===== config.mk =====
export PLATFORM = sky130hd
export DESIGN_NAME = crc_stream_engine
export DESIGN_NICKNAME = d
export VERILOG_FILES = /design/src/rtl/crc_stream_engine.sv
export SDC_FILE = /design/constraint.sdc
export NUM_CORES = 2
export LEC_CHECK = 0
export ABC_AREA = 1
export CORE_MARGIN = 2
export CORE_UTILIZATION = 50
export CTS_CLUSTER_DIAMETER = 50
export CTS_CLUSTER_SIZE = 16
export DETAILED_ROUTE_END_ITERATION = 8
export PLACE_DENSITY = 0.74
export SYNTH_ARGS = -nofsm -noshare
export SYNTH_HDL_FRONTEND = slang
export SYNTH_SLANG_ARGS = --single-unit

===== constraint.sdc =====
create_clock -name clk -period 4.8 [get_ports clk]
set_input_delay 1.2 -clock clk [delete_from_list [all_inputs] [get_ports clk]]
set_output_delay 1.2 -clock clk [all_outputs]
set_load 0.02 [all_outputs]

===== src/rtl/crc_stream_engine.sv =====
// Streaming CRC engine: a byte FIFO fed over the system bus, drained one byte per clock into a
// parametrised CRC register. The FSM, FIFO pointers and bus read data are registered in one block.
module crc_stream_engine #(
  parameter int unsigned CRC_W       = 32,
  parameter logic [31:0] POLY        = 32'h814141AB,
  parameter logic [31:0] INIT        = 32'h0,
  parameter logic [31:0] XOR_OUT     = 32'h0,
  parameter bit          REFLECT_IN  = 1'b0,
  parameter bit          REFLECT_OUT = 1'b0,
  parameter int unsigned DEPTH       = 256,
  parameter logic [16:0] BASE_ADDR   = 17'h680
) (
  input  logic        clk,
  input  logic        reset,
  input  logic [16:0] saddress,
  input  logic        srd,
  input  logic        swr,
  input  logic [31:0] sdata_in,
  output logic [31:0] sdata_out,
  output logic        busy,
  output logic        irq
);

  localparam int unsigned AW = $clog2(DEPTH);
  localparam logic [CRC_W-1:0] PolyW  = POLY[CRC_W-1:0];
  localparam logic [CRC_W-1:0] InitW  = INIT[CRC_W-1:0];
  localparam logic [CRC_W-1:0] XorW   = XOR_OUT[CRC_W-1:0];
  localparam logic [AW:0]      FullCnt = (AW+1)'(DEPTH);

  localparam logic [16:0] AddrData   = BASE_ADDR;
  localparam logic [16:0] AddrStatus = BASE_ADDR + 17'h08;
  localparam logic [16:0] AddrResult = BASE_ADDR + 17'h10;
  localparam logic [16:0] AddrCtrl   = BASE_ADDR + 17'h18;
  localparam logic [16:0] AddrCount  = BASE_ADDR + 17'h20;

  typedef enum logic [1:0] {StIdle, StRun, StDone} state_e;

  function automatic logic [7:0] rev8(input logic [7:0] b);
    logic [7:0] r;
    for (int i = 0; i < 8; i++) r[i] = b[7-i];
    return r;
  endfunction

  function automatic logic [CRC_W-1:0] rev_crc(input logic [CRC_W-1:0] c);
    logic [CRC_W-1:0] r;
    for (int i = 0; i < CRC_W; i++) r[i] = c[CRC_W-1-i];
    return r;
  endfunction

  // Byte enters the top of the register, then eight MSB-first division steps.
  function automatic logic [CRC_W-1:0] crc_byte(input logic [CRC_W-1:0] c, input logic [7:0] b);
    logic [CRC_W-1:0] r;
    r = c ^ (CRC_W'(b) << (CRC_W - 8));
    for (int i = 0; i < 8; i++) r = r[CRC_W-1] ? ((r << 1) ^ PolyW) : (r << 1);
    return r;
  endfunction

  state_e           state_q, state_d;
  logic [CRC_W-1:0] crc_q, crc_d;
  logic [CRC_W-1:0] result_q, result_d;
  logic             done_q, done_d;
  logic             ovf_q, ovf_d;
  logic             irq_en_q, irq_en_d;
  logic [AW-1:0]    wptr_q, wptr_d, rptr_q, rptr_d;
  logic [AW:0]      count_q, count_d;
  logic             ctrl_pend_q;
  logic [3:0]       ctrl_bits_q;
  logic [31:0]      sdata_out_q, sdata_out_d;
  logic             busy_q, irq_q;
  logic [7:0]       mem_q [DEPTH];

  logic       wr_data, wr_ctrl, push, pop, clr, start, full, empty;
  logic [7:0] byte_in;
  logic [31:0] rdata;
  logic        unused_sdata;

  assign unused_sdata = ^sdata_in[31:8];
  assign wr_data = swr && (saddress == AddrData);
  assign wr_ctrl = swr && (saddress == AddrCtrl);
  assign full    = (count_q == FullCnt);
  assign empty   = (count_q == '0);
  assign byte_in = REFLECT_IN ? rev8(mem_q[rptr_q]) : mem_q[rptr_q];
  // CTRL writes are captured on the write edge and acted upon one edge later.
  assign clr     = ctrl_pend_q & ctrl_bits_q[1];
  assign start   = ctrl_pend_q & ctrl_bits_q[0];

  always_comb begin
    state_d  = state_q;
    crc_d    = crc_q;
    result_d = result_q;
    done_d   = done_q;
    ovf_d    = ovf_q;
    irq_en_d = irq_en_q;
    pop      = 1'b0;
    if (ctrl_pend_q) begin
      irq_en_d = ctrl_bits_q[2];
      if (ctrl_bits_q[3]) done_d = 1'b0;
    end
    case (state_q)
      StIdle: begin
        if (start) begin
          crc_d   = InitW;
          done_d  = 1'b0;
          state_d = StRun;
        end
      end
      StRun: begin
        if (!empty) begin
          pop   = 1'b1;
          crc_d = crc_byte(crc_q, byte_in);
        end else begin
          result_d = (REFLECT_OUT ? rev_crc(crc_q) : crc_q) ^ XorW;
          done_d   = 1'b1;
          state_d  = StDone;
        end
      end
      StDone:  state_d = StIdle;
      default: state_d = StIdle;
    endcase
    push = wr_data & (!full | pop);
    if (wr_data && !push) ovf_d = 1'b1;
    if (clr) begin
      state_d  = StIdle;
      crc_d    = InitW;
      result_d = '0;
      done_d   = 1'b0;
      ovf_d    = 1'b0;
      pop      = 1'b0;
      push     = 1'b0;
    end
    wptr_d  = clr ? '0 : wptr_q + AW'(push);
    rptr_d  = clr ? '0 : rptr_q + AW'(pop);
    count_d = clr ? '0 : count_q + (AW+1)'(push) - (AW+1)'(pop);
  end

  always_comb begin
    rdata = '0;
    case (saddress)
      AddrStatus: rdata = {26'd0, irq_en_q, ovf_q, done_q, (state_q == StRun), empty, full};
      AddrResult: rdata = 32'(result_q);
      AddrCount:  rdata = 32'(count_q);
      default:    rdata = '0;
    endcase
    sdata_out_d = srd ? rdata : sdata_out_q;
  end

  always_ff @(posedge clk or posedge reset) begin
    if (reset) begin
      state_q     <= StIdle;
      crc_q       <= InitW;
      result_q    <= '0;
      done_q      <= 1'b0;
      ovf_q       <= 1'b0;
      irq_en_q    <= 1'b0;
      wptr_q      <= '0;
      rptr_q      <= '0;
      count_q     <= '0;
      ctrl_pend_q <= 1'b0;
      ctrl_bits_q <= '0;
      sdata_out_q <= '0;
      busy_q      <= 1'b0;
      irq_q       <= 1'b0;
    end else begin
      state_q     <= state_d;
      crc_q       <= crc_d;
      result_q    <= result_d;
      done_q      <= done_d;
      ovf_q       <= ovf_d;
      irq_en_q    <= irq_en_d;
      wptr_q      <= wptr_d;
      rptr_q      <= rptr_d;
      count_q     <= count_d;
      ctrl_pend_q <= wr_ctrl;
      ctrl_bits_q <= wr_ctrl ? sdata_in[3:0] : ctrl_bits_q;
      sdata_out_q <= sdata_out_d;
      busy_q      <= (state_d == StRun);
      irq_q       <= done_d & irq_en_d;
    end
  end

  always_ff @(posedge clk) begin
    if (push) mem_q[wptr_q] <= sdata_in[7:0];
  end

  assign sdata_out = sdata_out_q;
  assign busy      = busy_q;
  assign irq       = irq_q;

endmodule


==> results.cfg <==
[finish]
fin_nets = 7809
final_cell_mix = edfxtp_1 (2048), nand2_1 (1621), nand3_1 (1471), nor2_1 (720), buf_4 (416)
fillers = 13900
final_util_pct = 56.4
mostFrequentLayoutCell = edfxtp_1
stdcell_area_um2 = 100000
area_growth_pct = 12.3
drive_gt1_share_pct = 10.3

[place]
io_buffer_count = 62
dpl_cell_area_um2 = 94700
finalWeightedCongestion = 0.932
dp_hpwl_mm = 140

[sta]
slew_headroom_pct = 27.1
clock-skew-final_ps = 32.6
drv_slew = 0
max_freq_ghz = 0.216
hold_ws_ps = 480
timing.final.hold_violations = 0
fin_crit_ps = 4620
tightest_slew_ps = 1090
rsz0062_at_grt = false
timing.final.crit_share_pct = 96.3
finalSetupViolCount = 0

[hold_path]
min_to = sdata_out[21]
min_path_type = flop to flop
worstHoldStart = sdata_out[21]
hold_depth = 2

[synthesis]
ys_seq_area_share_pct = 72.5
ys_warn_count = 0
yosysUniqueCellTypes = 40
synth-seq-cells = 2181
synth_compound_area_share_pct = 4.69
synth.net_count = 7595
syn_inst = 7525
synthAdderAreaFrac_pct = 0.246
synth_flop_cell = edfxtp_1
netlist_area_um2 = 89500
synth_edf_count = 2048
synthXorXnorAreaFrac_pct = 0.296
syn_area_per_cell_um2 = 11.9
synthMuxAreaShare_pct = 0
synth_top_family_by_area = simple AND/OR/NAND/NOR gates
yosys.area_share.simple_pct = 18.6
async_reset_ff_share_pct = 6.10

[global_routing]
antenna_found_initial = 2
overflow = 0
grt_max_degree = 150
grt_pass1_wl_mm = 353
grt_pass1_vias = 58900
globalRouteTotalUtil_pct = 25.5

[setup_path]
required_ps = 5470
cp_max_fo = 48
worstRegToRegCells = 23
r2r_end = crc_q[0]
r2r_setup_slack_ps = 180
r2r_start = rptr_q[0]
worstPathArrival_ps = 5300
startpoint_type = flop
cp-end-kind = flop
crit_type = flop to flop

[clocking]
cts_tree = yes
htreeDepth = 4
cts_hold_buffers = 0
cts_max_path_buffers = 3
cts_buffers = 177
cts_root_buf = clkbuf_16
cts.clk_slew.worst_paths_ps = 70
clk_latency_ps = 830
cts_sinks = 2181

[power]
p_per_area_nw_per_um2 = 357
p_leak_nw = 35.3
ir_drop_uv = 324

[die]
die_y_um = 427
die-area_um2 = 182000
rows = 155
core-area_um2 = 178000
initial_core_util_pct = 50.3
io_pins = 87
die_x_um = 427

[run]
drv_cap = 0

[status]
status = finished clean

[route]
drt_drc_violations_left = 0
wl_mm = 237
vias_per_cell = 6.01
num_vias = 61400
wire_per_inst_um = 23.2
drtPass1Iterations = 9
detail-route-antenna-nets = 0
drt_iter0_markers = 8934
-- where the power goes --
group / internal, mW / switching [mW]
Sequential: 20.8 / 0.000929
Combinational: 0.0697 / 0.391
Clock: 7.87 / 6.76
-- synthesized netlist by cell type (2+ instances only) --
library cell	number	area share [%]
a21oi_1	30	0.17
buf_1	47	0.20
buf_2	201	1.1
buf_4	71	0.60
buf_6	45	0.57
buf_8	2	0.034
clkbuf_1	138	0.58
clkinv_1	4	0.017
dfrtp_1	133	3.7
edfxtp_1	2048	69
ha_1	16	0.22
inv_1	136	0.57
inv_2	3	0.013
inv_4	2	0.014
nand2_1	1633	6.9
nand2_2	19	0.13
nand3_1	1477	8.3
nand3_2	8	0.090
nand3b_1	4	0.034
nand4_1	3	0.021
nor2_1	721	3.0
nor3_1	21	0.12
nor4_1	4	0.028
o21ai_0	337	1.9
o21ai_1	113	0.63
o221ai_1	5	0.049
o22ai_1	245	1.7
o31ai_1	24	0.20
xnor2_1	2	0.020
xor2_1	22	0.22
xor2_4	2	0.062
-- routing by layer --
layer | up-vias | track usage, % | wire length, um
met5 | - | 0 | 7
met2 | 3615 | 39.9 | 111000
met1 | 29900 | 34.9 | 89500
li1 | 27300 | - | -
met4 | 2 | 10.5 | 9580
met3 | 585 | 5.30 | 27000
-- cell type report --
type | count | area [um^2] | share of cell area (%)
diodes | 1 | 2.50 | 0.00249
clock buffers | 209 | 4620 | 4.60
clock inverters | 88 | 1080 | 1.07
inverters | 145 | 612 | 0.609
multi-input cells | 4695 | 21400 | 21.3
flip-flops and latches | 2181 | 64800 | 64.5
well taps | 2355 | 2950 | 2.93
repair buffers | 538 | 4990 | 4.97
repair inverters | 1 | 11.3 | 0.0112
-- critical path, cell delays in order (launching register included) --
cell	delay (ps)
dfrtp_4	630
clkinv_16	240
buf_12	290
buf_4	190
o21ai_0	160
o22ai_1	110
nand2_1	80
nand3_1	70
nand3_1	80
nand3_1	170
nand3_1	380
nand3_1	360
nand2_1	200
nand2_1	60
nand2_1	110
nand2_1	80
nand2_2	140
nand3_2	120
nand2_2	110
nand2_2	110
nand3_1	160
nand3_2	230
nand3_1	150
o21ai_0	90
-- worst max-delay path by stage --
stage	from	endpoint	slack (ps)	cells after the start
after global placement	saddress[8]	count_q[8]	-730	23
after CTS	rptr_q[0]	crc_q[4]	300	25
final	rptr_q[0]	crc_q[0]	180	23
after detailed placement	saddress[8]	count_q[8]	-510	23
after global routing	rptr_q[0]	crc_q[6]	20	25
after floorplan	reset	busy	50	1
-- stage by stage --
step / std cells / total power, mW / setup slack, ps / TNS, ps
after CTS: 10200 / 36.0 / 302 / 0
after global placement: 9910 / 21.6 / -735 / -1180
after detailed placement: 9910 / 21.7 / -514 / -683
after global routing: 10200 / 36.7 / 15.3 / 0
final: 10200 / 35.9 / 178 / 0
after floorplan: 7525 / 21.2 / 45.6 / 0
-- cell families (layout without fill, tap and decap cells) --
kind of cell,count (synthesis),count (layout)
XOR/XNOR,26,26
other,0,1
adder cells (fa/ha/maj),17,17
AND/OR/NAND/NOR,3894,3894
flip-flops,2181,2181
AO/OA/AOI/OAI,758,758
buffers and inverters,649,981
-- state kept, by name (all words and copies together), names as in the netlist, 2 cells and up --
name / flops
count_q: 9
crc_q: 32
ctrl_bits_q: 4
mem_q: 2048
result_q: 32
rptr_q: 8
sdata_out: 32
state_q: 2
wptr_q: 8
-- timing repair --
item | 4_1_cts | 5_1_grt
endpoints found under the setup margin | 0 | 16
buffers inserted | 0 | 4
resized for setup | 0 | 10
No activity file was read; power rests on OpenSTA's default activity.
